--- config.mk ---
export PLATFORM = sky130hd
export DESIGN_NAME = uart_tx_fifo_flat
export DESIGN_NICKNAME = d
export VERILOG_FILES = /design/src/rtl/uart_tx_fifo_if.sv /design/src/rtl/uart_tx_fifo.sv /design/src/flat_wrapper.sv
export SDC_FILE = /design/constraint.sdc
export NUM_CORES = 1
export LEC_CHECK = 0
export BUFFER_PORTS_ARGS = -buffer_cell sky130_fd_sc_hd__buf_2
export CORE_MARGIN = 5
export CORE_UTILIZATION = 34
export DETAILED_ROUTE_END_ITERATION = 6
export HOLD_SLACK_MARGIN = 0.12
export PLACE_DENSITY = 0.58
export SLEW_MARGIN = 20
export SYNTH_ARGS = -nofsm -noshare
export SYNTH_HDL_FRONTEND = slang
export SYNTH_SLANG_ARGS = --single-unit
export TNS_END_PERCENT = 5
--- constraint.sdc ---
create_clock -name clk_i -period 2.4 [get_ports clk_i]
set_input_delay 0.24 -clock clk_i [delete_from_list [all_inputs] [get_ports clk_i]]
set_output_delay 0.24 -clock clk_i [all_outputs]
set_load 0.005 [all_outputs]
--- src/rtl/uart_tx_fifo_if.sv ---
// Write-side handshake for the UART transmitter's input FIFO.
interface uart_tx_fifo_if #(
    parameter int unsigned DATA_W = 8
) ();
    logic              valid_i;
    logic [DATA_W-1:0] data_i;
    logic              ready_o;

    // Producer offers words; the transmitter returns space availability.
    modport master (output valid_i, output data_i, input ready_o);
    modport slave  (input valid_i, input data_i, output ready_o);
endinterface

--- src/rtl/uart_tx_fifo.sv ---
// UART transmitter with a small input FIFO: start, DATA_W data bits LSB first,
// optional parity, STOP_BITS stop bits; back-to-back frames with no idle gap.
module uart_tx_fifo #(
    parameter int unsigned DATA_W       = 8,
    parameter int unsigned CLKS_PER_BIT = 16,
    parameter int unsigned STOP_BITS    = 1,
    parameter int unsigned FIFO_DEPTH   = 4
) (
    input  logic                          clk_i,
    input  logic                          rst_i,
    uart_tx_fifo_if.slave                 tx_if,
    input  logic                          parity_en_i,
    input  logic                          parity_odd_i,
    output logic                          serial_data_o,
    output logic                          busy_o,
    output logic                          char_sent_o,
    output logic [$clog2(FIFO_DEPTH):0]   fifo_count_o
);
    localparam int unsigned PTR_W  = $clog2(FIFO_DEPTH);
    localparam int unsigned CNT_W  = PTR_W + 1;
    localparam int unsigned BAUD_W = $clog2(CLKS_PER_BIT);
    localparam int unsigned BIT_W  = $clog2(DATA_W);

    typedef enum logic [2:0] {IDLE, START, DATA, PARITY, STOP} state_t;

    state_t              state_q, state_n;
    logic [BAUD_W-1:0]   baud_q, baud_n;
    logic [BIT_W-1:0]    bit_q, bit_n;
    logic [DATA_W-1:0]   shift_q, shift_n;
    logic                par_en_q, par_en_n;
    logic                par_bit_q, par_bit_n;
    logic                serial_n;
    logic                char_sent_n;
    logic                start_c;
    logic                pop_c;
    logic                push_c;
    logic                bit_end_c;
    logic                last_stop_c;
    logic [DATA_W-1:0]   head_c;
    logic [CNT_W-1:0]    count_n;
    logic [PTR_W-1:0]    wr_ptr_q, rd_ptr_q;
    logic [DATA_W-1:0]   mem_q [FIFO_DEPTH];

    assign push_c      = tx_if.valid_i & tx_if.ready_o;
    assign head_c      = mem_q[rd_ptr_q];
    assign bit_end_c   = (baud_q == BAUD_W'(CLKS_PER_BIT - 1));
    assign last_stop_c = (bit_q == BIT_W'(STOP_BITS - 1));
    assign pop_c       = start_c;

    // Next FIFO occupancy; simultaneous push and pop cancel.
    always_comb begin
        count_n = fifo_count_o;
        if (push_c && !pop_c) begin
            count_n = fifo_count_o + CNT_W'(1);
        end else if (!push_c && pop_c) begin
            count_n = fifo_count_o - CNT_W'(1);
        end
    end

    // FIFO pointers, occupancy and registered space flag.
    always_ff @(posedge clk_i) begin
        if (rst_i) begin
            wr_ptr_q      <= '0;
            rd_ptr_q      <= '0;
            fifo_count_o  <= '0;
            tx_if.ready_o <= 1'b1;
        end else begin
            if (push_c) wr_ptr_q <= wr_ptr_q + PTR_W'(1);
            if (pop_c)  rd_ptr_q <= rd_ptr_q + PTR_W'(1);
            fifo_count_o  <= count_n;
            tx_if.ready_o <= (count_n != CNT_W'(FIFO_DEPTH));
        end
    end

    // FIFO storage; contents need no reset since occupancy gates every read.
    always_ff @(posedge clk_i) begin
        if (!rst_i && push_c) begin
            mem_q[wr_ptr_q] <= tx_if.data_i;
        end
    end

    // Frame sequencing: next state, bit timing and next line level.
    always_comb begin
        state_n     = state_q;
        baud_n      = '0;
        bit_n       = bit_q;
        shift_n     = shift_q;
        par_en_n    = par_en_q;
        par_bit_n   = par_bit_q;
        serial_n    = serial_data_o;
        char_sent_n = 1'b0;
        start_c     = 1'b0;

        if (state_q != IDLE) begin
            baud_n = bit_end_c ? '0 : baud_q + BAUD_W'(1);
        end

        case (state_q)
            IDLE: begin
                if (fifo_count_o != '0) start_c = 1'b1;
            end
            START: begin
                if (bit_end_c) begin
                    state_n  = DATA;
                    bit_n    = '0;
                    serial_n = shift_q[0];
                end
            end
            DATA: begin
                if (bit_end_c) begin
                    if (bit_q == BIT_W'(DATA_W - 1)) begin
                        bit_n = '0;
                        if (par_en_q) begin
                            state_n  = PARITY;
                            serial_n = par_bit_q;
                        end else begin
                            state_n  = STOP;
                            serial_n = 1'b1;
                        end
                    end else begin
                        bit_n    = bit_q + BIT_W'(1);
                        shift_n  = shift_q >> 1;
                        serial_n = shift_q[1];
                    end
                end
            end
            PARITY: begin
                if (bit_end_c) begin
                    state_n  = STOP;
                    bit_n    = '0;
                    serial_n = 1'b1;
                end
            end
            STOP: begin
                // Pulse is registered, so raise it one cycle ahead of the final stop cycle.
                if (last_stop_c && baud_q == BAUD_W'(CLKS_PER_BIT - 2)) char_sent_n = 1'b1;
                if (bit_end_c) begin
                    if (last_stop_c) begin
                        if (fifo_count_o != '0) begin
                            start_c = 1'b1;
                        end else begin
                            state_n  = IDLE;
                            serial_n = 1'b1;
                        end
                    end else begin
                        bit_n = bit_q + BIT_W'(1);
                    end
                end
            end
            default: state_n = IDLE;
        endcase

        // Pop the head and freeze parity settings for the whole frame.
        if (start_c) begin
            state_n   = START;
            baud_n    = '0;
            bit_n     = '0;
            shift_n   = head_c;
            par_en_n  = parity_en_i;
            par_bit_n = (^head_c) ^ parity_odd_i;
            serial_n  = 1'b0;
        end
    end

    // State, datapath and registered outputs.
    always_ff @(posedge clk_i) begin
        if (rst_i) begin
            state_q       <= IDLE;
            baud_q        <= '0;
            bit_q         <= '0;
            shift_q       <= '0;
            par_en_q      <= 1'b0;
            par_bit_q     <= 1'b0;
            serial_data_o <= 1'b1;
            busy_o        <= 1'b0;
            char_sent_o   <= 1'b0;
        end else begin
            state_q       <= state_n;
            baud_q        <= baud_n;
            bit_q         <= bit_n;
            shift_q       <= shift_n;
            par_en_q      <= par_en_n;
            par_bit_q     <= par_bit_n;
            serial_data_o <= serial_n;
            busy_o        <= (state_n != IDLE);
            char_sent_o   <= char_sent_n;
        end
    end
endmodule

--- src/flat_wrapper.sv ---
// flat-port wrapper written by rule: the top's interface ports become plain ports
module uart_tx_fifo_flat 
#(
    parameter int unsigned DATA_W       = 8,
    parameter int unsigned CLKS_PER_BIT = 16,
    parameter int unsigned STOP_BITS    = 1,
    parameter int unsigned FIFO_DEPTH   = 4
)
  (clk_i, rst_i, parity_en_i, parity_odd_i, serial_data_o, busy_o, char_sent_o, fifo_count_o, tx_if_valid_i, tx_if_data_i, tx_if_ready_o);
  uart_tx_fifo_if #(.DATA_W(DATA_W)) tx_if_i ();
  input  logic clk_i;
  input  logic rst_i;
  input  logic parity_en_i;
  input  logic parity_odd_i;
  output logic serial_data_o;
  output logic busy_o;
  output logic char_sent_o;
  output logic [$clog2(FIFO_DEPTH):0] fifo_count_o;
  input wire logic [$bits(tx_if_i.valid_i)-1:0] tx_if_valid_i;
  input wire logic [$bits(tx_if_i.data_i)-1:0] tx_if_data_i;
  output wire logic [$bits(tx_if_i.ready_o)-1:0] tx_if_ready_o;
  assign tx_if_i.valid_i = tx_if_valid_i;
  assign tx_if_i.data_i = tx_if_data_i;
  assign tx_if_ready_o = tx_if_i.ready_o;
  uart_tx_fifo #(.DATA_W(DATA_W), .CLKS_PER_BIT(CLKS_PER_BIT), .STOP_BITS(STOP_BITS), .FIFO_DEPTH(FIFO_DEPTH)) u_core (.clk_i(clk_i), .rst_i(rst_i), .tx_if(tx_if_i), .parity_en_i(parity_en_i), .parity_odd_i(parity_odd_i), .serial_data_o(serial_data_o), .busy_o(busy_o), .char_sent_o(char_sent_o), .fifo_count_o(fifo_count_o));
endmodule
# ---- Word level (Yosys, flattened, before mapping)
# Memories as Yosys holds them, arrays and structs flattened. A register that Yosys moved wholly into a read port is not among the register bits.
# Cells that the tools add are included.
dict set report totals {
  in_bits 13
  word_cells 108
  mem_bits_rw 32
  memories 1
  out_inout_bits 7
  register_bits 31
}
dict set report classes {
  muxes 41
  add_sub_neg 6
  n_eq_ne 19
  bitwise_logic 4
  reduce_logical 24
}
# memory depth word_bits rd rd_ports_with_merged_regs wr line
set mem_list {}
lappend mem_list {u_core.mem_q 4 8 1 1 1 uart_tx_fifo.sv:42} ;# logic [DATA_W-1:0] mem_q [FIFO_DEPTH];
# operator n
set ops {}
lappend ops {{2-to-1 mux 3 bit} 16}
lappend ops {{2-to-1 mux 8 bit} 4}
lappend ops {{2-to-1 mux 1 bit} 15}
lappend ops {{!= test 3 x 1 -> 1 bit (second input constant)} 5}
lappend ops {{one-hot mux 3 bit (5 select lines)} 1}
lappend ops {{nonzero test 3 bit} 4}
lappend ops {{one-hot mux 3 bit (3 select lines)} 1}
lappend ops {{== test 4 bit (second input constant)} 2}
lappend ops {{!= test 2 x 1 -> 1 bit (second input constant)} 4}
lappend ops {{XOR reduction 8 bit} 1}
lappend ops {{AND reduction 7 bit} 1}
lappend ops {{adder 3 x 1 -> 3 bit (second input constant)} 2}
lappend ops {{== test 3 x 2 -> 1 bit (second input constant)} 2}
lappend ops {{== test 3 bit (second input constant)} 2}
lappend ops {{zero test 3 bit} 2}
lappend ops {{OR reduction 2 bit} 3}
lappend ops {{AND reduction 5 bit} 1}
lappend ops {{nonzero test 5 bit} 1}
lappend ops {{adder 2 x 1 -> 2 bit (second input constant)} 2}
lappend ops {{adder 4 x 1 -> 4 bit (second input constant)} 1}
lappend ops {{logical AND 1 bit} 4}
lappend ops {{2-to-1 mux 2 bit} 2}
lappend ops {{one-hot mux 1 bit (4 select lines)} 1}
lappend ops {{nonzero test 2 bit} 2}
lappend ops {{other kinds (12)} 15}

# ---- Depth between registers and ports, before layout
dict set report logic_depth {
  depth_word 9
  mapped_depth 9
  depth_no_buf 7
}

# ---- Worst setup path after synthesis
# OpenSTA, ideal clock, no wires.
dict set report synth_timing {
  kind {reg2reg}
  from {reg u_core.bit_q[0]}
  to {reg u_core.shift_q[0]}
  path_stages_with_launch 7
  synth_period_minus_slack_ps 1906
  setup_time_ps 86
  setup_slack_ps 494
  required_ps 2314
  arrival_time_ps 1820
  path_buffers 1
  path_cell_list {dfxtp_1 -> ha_1 -> ha_1 -> or4_1 -> clkbuf_1 -> mux2i_1 -> a211oi_1}
}
dict set report synth_via {
  elab_chain_cells 6
  elab_cells_between_ends 10
  cone_classes {eq/ne: 2; mux: 4; reduce/logical: 4}
}
# element line
set synth_lines {}
lappend synth_lines {{start, declared} uart_tx_fifo.sv:28} ;# logic [BIT_W-1:0] bit_q, bit_n;
lappend synth_lines {{start signal, assigned} uart_tx_fifo.sv:180} ;# bit_q <= bit_n;
lappend synth_lines {{zero test 3 bit} uart_tx_fifo.sv:47} ;# assign last_stop_c = (bit_q == BIT_W'(STOP_BITS - 1));
lappend synth_lines {{2-to-1 mux 1 bit} uart_tx_fifo.sv:138} ;# if (last_stop_c) begin
lappend synth_lines {{2-to-1 mux 1 bit} uart_tx_fifo.sv:137} ;# if (bit_end_c) begin
lappend synth_lines {{one-hot mux 1 bit (2 select lines)} uart_tx_fifo.sv:98} ;# case (state_q)
lappend synth_lines {{!= test 2 x 1 -> 1 bit (no line) / nonzero test 2 bit (equally long branches)} --}
lappend synth_lines {{AND reduction 3 bit (no line)} --}
lappend synth_lines {{end signal, assigned} uart_tx_fifo.sv:181} ;# shift_q <= shift_n;
lappend synth_lines {{end, declared} uart_tx_fifo.sv:29} ;# logic [DATA_W-1:0] shift_q, shift_n;
# Several ways; a longest one is shown, not always the timed one.
# A chain may end at the register's enable or synchronous reset.

==> run metrics <==
outcome finished, final reports clean; switch share 0.3388; clock skew 8.878 ps; CP cell instances mux4_1 > xor2_1 > xnor3_1 > nand2_1 > o211ai_1; die area 10640 µm²; Critical Path Fanout Max 6; Sequential Power Share 0.415; final net count between 200 and 300; EDFF count, synth 32; grt ovf 0; Total GRT Usage 0.1160; Worst Hold Path EP u_core.wr_ptr_q[1]; CTS Sinks between 60 and 70; Clock transition at path regs 70 ps; Initial Util 0.3432; Power Dens Cells around 1000 nW/µm²; Clock H-tree levels 3; via count just under 2000; GP Congestion 0.7800; initial DRC count 71; sequential fraction of the synthesis area 0.5499; commonest register cell after synthesis dfxtp_1; worst-margin pin slew 504.1 ps; P_leak about 1.3 nW; reg2reg path depth 5; Residual DRC 0; post-DP HPWL around 4 mm; setup slack, reg-to-reg ~260 ps; vias in the first global route 1867; CP max stage delay 690 ps; critical path startpoint category register; final hold vios 0; vias per cell 5.036; DR WL/cell 14.72 µm; setup_tns 0 ps; P&R area growth vs syn 16.93%; largest net degree at the start of global routing 27; Final Cycle Share 0.8898; diode count 0; Cell Area, Synth slightly below 3000 µm²; fin. max-slew vios 0; Yosys reg bits 65; Psw 1.212 mW; CTS tree yes; Int Pwr 2.366 mW; Mapped Nets around 270; Synth cell types 50; Final min period 2136 ps; Post-CTS Repair Setup Buffers 0; global-route wire length before repair around 9.3 mm; synth warn 0; final number of setup-violating endpoints 0; worst r2r dst u_core.par_bit_q; Fmax 468.2 MHz; drt pass-1 iters 4; Max-cap violations 0; TritonCTS Buffers 9; Synth async-reset ratio 0; Gate power share 0.311; hold_sp tx_if_valid_i; initial antenna violation count 0; row cnt 34; post-route ant nets 0; Worst-Skew Late Latency 340 ps; Post-Route WL around 5.7 mm; Crit Path Class register to register; CP Capture Type register; share of cells above drive strength 1 0.1583; cells after synthesis 242; VDD IR-drop max 0.4895 mV; hold path depth 4; arrival time at the worst endpoint 2360 ps; die height 103.1 µm; CTS Buffer Depth 2; unrepaired setup endpoints after global routing no; Critical Path RT roughly 2600 ps; Core ar. 8593 µm²; Clk pwr share 0.274; slowest stage cell on the critical path mux4_1; Avg Inst Size Synth 12.19 µm²; Hold WC Path Type input pin to register; Die W roughly 100 µm; I/O pin count 20; relative slew slack 0.6640; PortBufs 19; root buffer cell clkbuf_8; Final Power ~3.6 mW
## flip-flops by register name, indices dropped and copies added (netlist names), named ones only
name and count:
u_core.serial_data_o 1, u_core.par_bit_q 1, u_core.mem_q 32, u_core.char_sent_o 1
u_core.shift_q 8, u_core.state_q 3, u_core.tx_if.ready_o 1, u_core.fifo_count_o 3
u_core.busy_o 1, u_core.baud_q 4, u_core.bit_q 3, u_core.wr_ptr_q 2
u_core.rd_ptr_q 2, u_core.par_en_q 1
## metrics by stage
stage,area [µm²],hold WS (ps),std cells,utilization,setup WS [ps]
4_1_cts,3448,297.6,386,0.4013,216.2
3_3_place_gp,3149,446.2,361,0.3665,340.1
3_5_place_dp,3149,460.2,361,0.3665,303.1
5_1_grt,3448,330.9,386,0.4013,178.9
2_1_floorplan,2949,338.9,242,-,494.5
6_report,3448,311.5,386,0.4013,264.4
## worst max path at each step
stage                     slack (ps)                end
after CTS                        220   u_core.par_bit_q
after floorplan                  490  u_core.shift_q[0]
after global placement           340   u_core.par_bit_q
final                            260   u_core.par_bit_q
after global routing             180   u_core.par_bit_q
after detailed placement         300   u_core.par_bit_q
## power by group through the flow
stage	combinational, mW	sequential, mW	clock, mW
after floorplan	0.907	1.45	0
after global placement	1.09	1.51	0
after detailed placement	1.10	1.51	0
after CTS	1.13	1.49	1.01
after global routing	1.26	1.51	1.08
final	1.11	1.49	0.980
## final cells by class
cell class | instances | area, µm²
clock buffers | 9 | 123.9
clock inverters | 7 | 85.08
fillers | 833 | 5145
inverters | 9 | 33.78
multi-input cells | 157 | 1241
flip-flops and latches | 65 | 1622
well taps | 108 | 135.1
repair buffers | 31 | 207.7
## synthesized netlist by cell type (all sizes together) (5+ instances only)
master	count	area, µm²
dfxtp	33	660.6
edfxtp	32	960.9
nor2	23	88.84
nand2	13	48.80
ha	12	150.1
o21ai	11	58.80
a211oi	10	80.07
a21oi	10	50.05
inv	9	33.78
mux2i	9	90.09
clkbuf	8	31.28
mux4	8	202.7
and3	7	43.79
nand3	6	30.03
xnor2	5	51.30
## cell usage in the layout (no fill, tap or decap), types with 9 or more instances in the layout
cell / count
a211oi_1: 9
a21oi_1: 10
buf_2: 19
clkbuf_8: 9
dfxtp_1: 33
dlygate4sd3_1: 9
edfxtp_1: 32
ha_1: 12
inv_1: 9
mux2i_1: 9
nand2_1: 13
nor2_1: 22
o21ai_0: 9
## critical path: cells and delay by family, from the launching register on
| family | cells | cell delay [ps] |
|---|---|---|
| AO/OA/AOI/OAI | 1 | 80 |
| XOR/XNOR | 2 | 670 |
| flip-flops | 1 | 510 |
| multiplexers | 1 | 690 |
| AND/OR/NAND/NOR | 1 | 70 |
## metal layers
metal	wire length, µm	GRT usage	part of all wire
met1	2626	0.1484	0.46
met2	2798	0.1865	0.49
met3	185	0.03654	0.033
met4	71	0.03884	0.012
met5	0	0	0
## cell families (layout without fill, tap and decap cells)
group	after synthesis	in the layout	synth area share
simple gates	73	73	0.1260
compound gates	45	45	0.1031
flops	65	65	0.5498
fa+ha+maj	12	12	0.05091
buf+inv	20	56	0.02927
mux	17	17	0.09928
xor+xnor	10	10	0.04158
## repair_timing
action                    CTS  global route
hold buffers                9             0
hold endpoints to repair   33             0
gates resized for setup     0             0
(Power assumes the default switching activity.)
